[src/rtl/add_accumulator.sv]
// Streaming accumulator around a 32-bit carry-select adder: sums len operands, then presents one result beat.
// Optional ADD_ACC_SATURATE_EN: clamp the accumulator to all-ones once any beat carries out.
module add_accumulator_csa #(
    parameter int WIDTH = 32,
    parameter int BLK   = 8
) (
    input  logic [WIDTH-1:0] i_a,
    input  logic [WIDTH-1:0] i_b,
    output logic [WIDTH-1:0] o_sum,
    output logic             o_cout
);
    localparam int NB = WIDTH / BLK;

    logic [NB:0] w_c;
    assign w_c[0] = 1'b0;

    // Each block precomputes both carry-in cases; the incoming carry just selects.
    for (genvar gi = 0; gi < NB; gi++) begin : g_blk
        logic [BLK:0] w_s0, w_s1;
        assign w_s0 = {1'b0, i_a[gi*BLK +: BLK]} + {1'b0, i_b[gi*BLK +: BLK]};
        assign w_s1 = {1'b0, i_a[gi*BLK +: BLK]} + {1'b0, i_b[gi*BLK +: BLK]} + (BLK+1)'(1);
        assign o_sum[gi*BLK +: BLK] = w_c[gi] ? w_s1[BLK-1:0] : w_s0[BLK-1:0];
        assign w_c[gi+1]            = w_c[gi] ? w_s1[BLK]     : w_s0[BLK];
    end

    assign o_cout = w_c[NB];
endmodule

module add_accumulator #(
    parameter int WIDTH = 32,
    parameter int CNT_W = 8
) (
    input  logic             clk,
    input  logic             rst,
    input  logic             start,
    input  logic [CNT_W-1:0] len,
    input  logic             in_valid,
    output logic             in_ready,
    input  logic [WIDTH-1:0] in_data,
    output logic             out_valid,
    input  logic             out_ready,
    output logic [WIDTH-1:0] out_sum,
    output logic             out_carry,
    output logic [CNT_W-1:0] out_count
);
    typedef enum logic [1:0] {S_IDLE, S_ACCUM, S_DONE} state_t;

    state_t           r_state;
    logic [WIDTH-1:0] r_acc;
    logic             r_carry;
    logic [CNT_W-1:0] r_cnt;
    logic [CNT_W-1:0] r_len;
    logic             r_in_ready;
    logic             r_out_valid;

    logic [WIDTH-1:0] w_sum;
    logic             w_cout;
    logic [WIDTH-1:0] w_acc_nxt;
    logic             w_beat;

    add_accumulator_csa #(.WIDTH(WIDTH), .BLK(8)) u_add (
        .i_a    (r_acc),
        .i_b    (in_data),
        .o_sum  (w_sum),
        .o_cout (w_cout)
    );

    assign w_beat = (r_state == S_ACCUM) && in_valid && r_in_ready;

`ifdef ADD_ACC_SATURATE_EN
    // Once saturated the accumulator stays pinned for the rest of the job.
    assign w_acc_nxt = (w_cout || r_carry) ? {WIDTH{1'b1}} : w_sum;
`else
    assign w_acc_nxt = w_sum;
`endif

    always_ff @(posedge clk) begin
        if (rst) begin
            r_state     <= S_IDLE;
            r_acc       <= '0;
            r_carry     <= 1'b0;
            r_cnt       <= '0;
            r_len       <= '0;
            r_in_ready  <= 1'b0;
            r_out_valid <= 1'b0;
        end else begin
            case (r_state)
                S_IDLE: begin
                    if (start) begin
                        r_acc   <= '0;
                        r_carry <= 1'b0;
                        r_cnt   <= '0;
                        r_len   <= len;
                        if (len != '0) begin
                            r_state    <= S_ACCUM;
                            r_in_ready <= 1'b1;
                        end else begin
                            r_state     <= S_DONE;
                            r_out_valid <= 1'b1;
                        end
                    end
                end
                S_ACCUM: begin
                    if (w_beat) begin
                        r_acc   <= w_acc_nxt;
                        r_carry <= r_carry | w_cout;
                        r_cnt   <= r_cnt + CNT_W'(1);
                        if (r_cnt == r_len - CNT_W'(1)) begin
                            r_state     <= S_DONE;
                            r_in_ready  <= 1'b0;
                            r_out_valid <= 1'b1;
                        end
                    end
                end
                S_DONE: begin
                    if (out_ready) begin
                        r_state     <= S_IDLE;
                        r_out_valid <= 1'b0;
                    end
                end
                default: begin
                    r_state     <= S_IDLE;
                    r_in_ready  <= 1'b0;
                    r_out_valid <= 1'b0;
                end
            endcase
        end
    end

    assign in_ready  = r_in_ready;
    assign out_valid = r_out_valid;
    assign out_sum   = r_acc;
    assign out_carry = r_carry;
    assign out_count = r_cnt;
endmodule

[config.mk]
export PLATFORM = sky130hd
export DESIGN_NAME = add_accumulator
export DESIGN_NICKNAME = d
export VERILOG_FILES = /design/src/rtl/add_accumulator.sv
export SDC_FILE = /design/constraint.sdc
export NUM_CORES = 1
export LEC_CHECK = 0
export BUFFER_PORTS_ARGS = -buffer_cell sky130_fd_sc_hd__buf_2
export CAP_MARGIN = 0
export CORE_AREA = 4 4 101 103
export DETAILED_ROUTE_END_ITERATION = 8
export DIE_AREA = 0 0 105 107
export GPL_TIMING_DRIVEN = 0
export PLACE_DENSITY = 0.76
export SLEW_MARGIN = 20
export SYNTH_ARGS = -nofsm -noshare
export SYNTH_HDL_FRONTEND = slang
export SYNTH_SLANG_ARGS = --single-unit
[constraint.sdc]
create_clock -name clk -period 3.6 [get_ports clk]
set_clock_uncertainty 0.2 [all_clocks]
set_input_delay 0.18 -clock clk [delete_from_list [all_inputs] [get_ports clk]]
set_output_delay 0.18 -clock clk [all_outputs]
set_load 0.01 [all_outputs]
==> run_results.csv <==
group,metric,value,unit
status,status,"finished, final reports clean",
synthesis,synth.cell_area,4090,sq um
worst_setup_path,rr_endpoint,"out_sum[28]",
synthesis,synthCells,506,
final_layout,final_util,0.531,
worst_setup_path,r2r-start,"out_sum[0]",
sta,fmax,293,MHz
power,p_per_area,276,nW/um^2
drt,drc_errors,0,
synthesis,synth_nets,592,
floorplan,die_area,11200,sq um
worst_setup_path,end_kind,"flip-flop",
power,ir_drop,0.000157,V
drt,routed_via_density,5.43,
place,post-place-ws,-0.00532,ns
sta,slew-limit-headroom,0.587,
sta,setup_tns,0,ns
power,netSwitchingFraction,0.326,
drt,ant_nets,0,
worst_setup_path,path_cells,"ha_1, inv_1, fa_1, and2b_1, o31ai_2, nor2_1, o2111ai_2, nor4_4, mux2i_2, xor2_2, buf_2, mux2i_1, nand2_1",
final_layout,drive_gt1_frac,0.191,
cts,numCtsBuffers,5,
grt,grt_antenna_before_repair,1,
drt,vias,3927,
synthesis,synth_ff_type,"dfxtp_1",
drt,drt-initial-drc-count,206,
floorplan,rows,35,
floorplan,start_util,0.445,
power,internal_power,0.909,mW
sta,finalHoldViolations,0,
cts,clkSlewWorstSetupHoldPaths,0.10,ns
grt,grt_usage,0.178,
floorplan,die_y,107,um
drt,dr.pass1.iters,4,
grt,grt_first_pass_wirelength,17.0,mm
drt,wl_per_cell,14.2,um
final_layout,layout.nets,697,
worst_setup_path,cp_top_family,"simple AND/OR/NAND/NOR gates",
min_path,hold_path.class,"input pin to flip-flop",
cts,cts_max_path_buffers,2,
place,hpwl,8.12,mm
synthesis,synth_enable_flop_cells,0,
min_path,min_to,"out_valid",
power,switchingPower,0.440,mW
power,power_frac_clock,0.244,
power,leakagePower,2.23,nW
cts,clock_latency,0.30,ns
cts,cts_root_buf,"clkbuf_8",
worst_setup_path,cpMaxStageDelayCell,"nor4_4",
worst_setup_path,max_stage_delay,0.39,ns
floorplan,io_pins,88,
flow_run,drv_cap,0,
worst_setup_path,critPathBufInv,2,
synthesis,ys_async_sr_fraction,0,
grt,grt.overflow.total,0,
sta,final-setup-viol-count,0,
floorplan,die_w,105,um
sta,slew_viol_final,0,
synthesis,yosysSeqAreaShare,0.259,
min_path,min_delay_path_depth,4,
sta,worstMarginPinSlew,0.615,ns
cts,cts.sinks,53,
worst_setup_path,arrival,3.41,ns
worst_setup_path,startpoint_type,"flip-flop",
power,share_comb_of_total_power,0.288,
cts,htree_levels,2,
synthesis,ys_warn_count,0,
worst_setup_path,cp_max_fo,5,
worst_setup_path,reg2reg_depth,13,
power,seqPwrFrac,0.468,
worst_setup_path,r2r_slack,0.19,ns
place,place.port_buffers,87,
grt,grt_max_degree,16,
sta,period_minus_slack,3.41,ns
synthesis,avgSynthCellArea,8.09,sq um
grt,grt_pass1_vias,3750,
final_layout,diodes,0,
synthesis,synth_cell_types,66,
synthesis,ys_seq_elements,53,
worst_setup_path,cp.required,3.60,ns
place,gp_congestion,0.816,
sta,timing.final.crit_share,0.947,
final_layout,syn2layout_area_growth,19.3,%
sta,finalWorstSetupSlack,0.190,ns
floorplan,fp.coreArea,9200,sq um
min_path,holdCritStartpoint,"out_ready",
worst_setup_path,crit_type,"flip-flop to flip-flop",
drt,wirelength,10.3,mm
cts,cts_tree,"done",
sequential cells by signal, summed over array words and instances (netlist names):
name	flops
out_count	8
r_state	2
out_sum	32
out_valid	1
in_ready	1
out_carry	1
r_len	8
synthesized netlist by cell type (all sizes together) (2+ instances only):
| cell | count | area share |
|---|---|---|
| nand3b | 2 | 0.0037 |
| and2 | 5 | 0.0076 |
| xnor2 | 26 | 0.057 |
| inv | 25 | 0.023 |
| o211ai | 5 | 0.010 |
| a22oi | 13 | 0.024 |
| o21bai | 6 | 0.011 |
| a21o | 6 | 0.011 |
| or4 | 4 | 0.0073 |
| mux2i | 6 | 0.015 |
| fa | 4 | 0.020 |
| or3 | 2 | 0.0031 |
| dfxtp | 53 | 0.26 |
| o31ai | 2 | 0.0049 |
| a211oi | 4 | 0.0073 |
| nor4 | 7 | 0.014 |
| o21a | 10 | 0.019 |
| clkbuf | 12 | 0.011 |
| ha | 37 | 0.11 |
| nand2b | 7 | 0.011 |
| or2 | 4 | 0.0061 |
| a32oi | 3 | 0.0064 |
| nor3 | 13 | 0.016 |
| nor2b | 9 | 0.014 |
| o31a | 2 | 0.0043 |
| nand4 | 8 | 0.012 |
| xor2 | 21 | 0.045 |
| and4 | 2 | 0.0043 |
| a211o | 2 | 0.0043 |
| and3 | 6 | 0.0095 |
| nor2 | 54 | 0.054 |
| a21oi | 32 | 0.040 |
| o21ai | 22 | 0.027 |
| buf | 2 | 0.0037 |
| nand3 | 22 | 0.027 |
| nand2 | 50 | 0.046 |
| a2111oi | 2 | 0.010 |
| a31oi | 2 | 0.0031 |
layer usage:
metal	GRT usage	vias to the layer above	part of all wire
met3	0.0307	10	0.049
met2	0.314	109	0.48
met1	0.225	1785	0.45
li1	-	2021	-
met5	0	-	0.00068
met4	0.0431	2	0.013
final cells by class:
cell class	instances	area, sq um
Clock inverter	2	10.0
Buffer	14	60.1
Inverter	26	97.6
Sequential cell	53	1060
Fill cell	879	4320
Tap cell	111	139
Timing Repair Buffer	98	538
Clock buffer	6	72.6
Multi-Input combinational cell	413	2900
worst min-delay path, delay by kind of cell:
kind | cells | cell delay (ns)
buf+inv | 1 | 0.09
simple gates | 3 | 0.21
power by group through the flow:
| stage | Clock [mW] | Sequential [mW] | Combinational [mW] |
|---|---|---|---|
| after floorplan | 0 | 0.647 | 0.265 |
| after detailed placement | 0 | 0.644 | 0.375 |
| final | 0.329 | 0.631 | 0.389 |
| after global routing | 0.361 | 0.635 | 0.433 |
| after global placement | 0 | 0.643 | 0.360 |
| after CTS | 0.339 | 0.631 | 0.385 |
cells by family (layout without fill, tap and decap cells):
logic type               count (synthesis)  in the layout  synth area share
AO/OA/AOI/OAI                          117            117             0.198
XOR/XNOR                                47             47             0.102
adder cells (fa/ha/maj)                 41             41             0.133
buffers and inverters                   40            146            0.0385
flip-flops                              53             53             0.259
multiplexers                             7              7            0.0174
AND/OR/NAND/NOR                        201            201             0.251
worst max path at each step:
stage	slack [ns]	end	depth (start not counted)	from
2_1_floorplan	0.35	out_sum[25]	13	out_sum[0]
6_report	0.19	out_sum[28]	13	out_sum[0]
5_1_grt	-0.009	out_carry	13	out_sum[0]
3_3_place_gp	0.03	out_sum[26]	13	out_sum[0]
3_5_place_dp	-0.005	out_sum[26]	13	out_sum[0]
4_1_cts	0.04	out_sum[26]	13	out_sum[0]
cell usage in the layout (no fill, tap or decap), types with 8 or more instances in the layout:
master	count
nand2_1	50
o21ai_1	11
a22oi_1	13
o21ai_0	11
dlygate4sd3_1	9
nor3_1	13
ha_1	37
nand3_1	22
buf_2	88
inv_1	25
dfxtp_1	52
a21oi_1	31
xnor2_1	25
nor2b_1	8
clkbuf_1	13
nor2_1	53
xor2_1	20
nand4_1	8
o21a_1	9
per-stage QoR:
| stage | area, sq um | power (mW) | hold slack, ns | std cells |
|---|---|---|---|---|
| 2_1_floorplan | 4090 | 0.912 | 0.116 | 506 |
| 3_5_place_dp | 4670 | 1.02 | 0.239 | 704 |
| 3_3_place_gp | 4670 | 1.00 | 0.235 | 704 |
| 4_1_cts | 4840 | 1.35 | 0.0161 | 721 |
| 5_1_grt | 4880 | 1.43 | 0.0419 | 723 |
| 6_report | 4880 | 1.35 | 0.0260 | 723 |
timing repair:
action | 4_1_cts | 5_1_grt
resized for setup | 0 | 5
cloned | 0 | 1
hold endpoints to repair | 9 | 0
buffers inserted | 0 | 1
pin swaps | 1 | 4
endpoints found under the setup margin | 2 | 9
hold buffers | 9 | 0
Power figures use the tool's default switching activity.
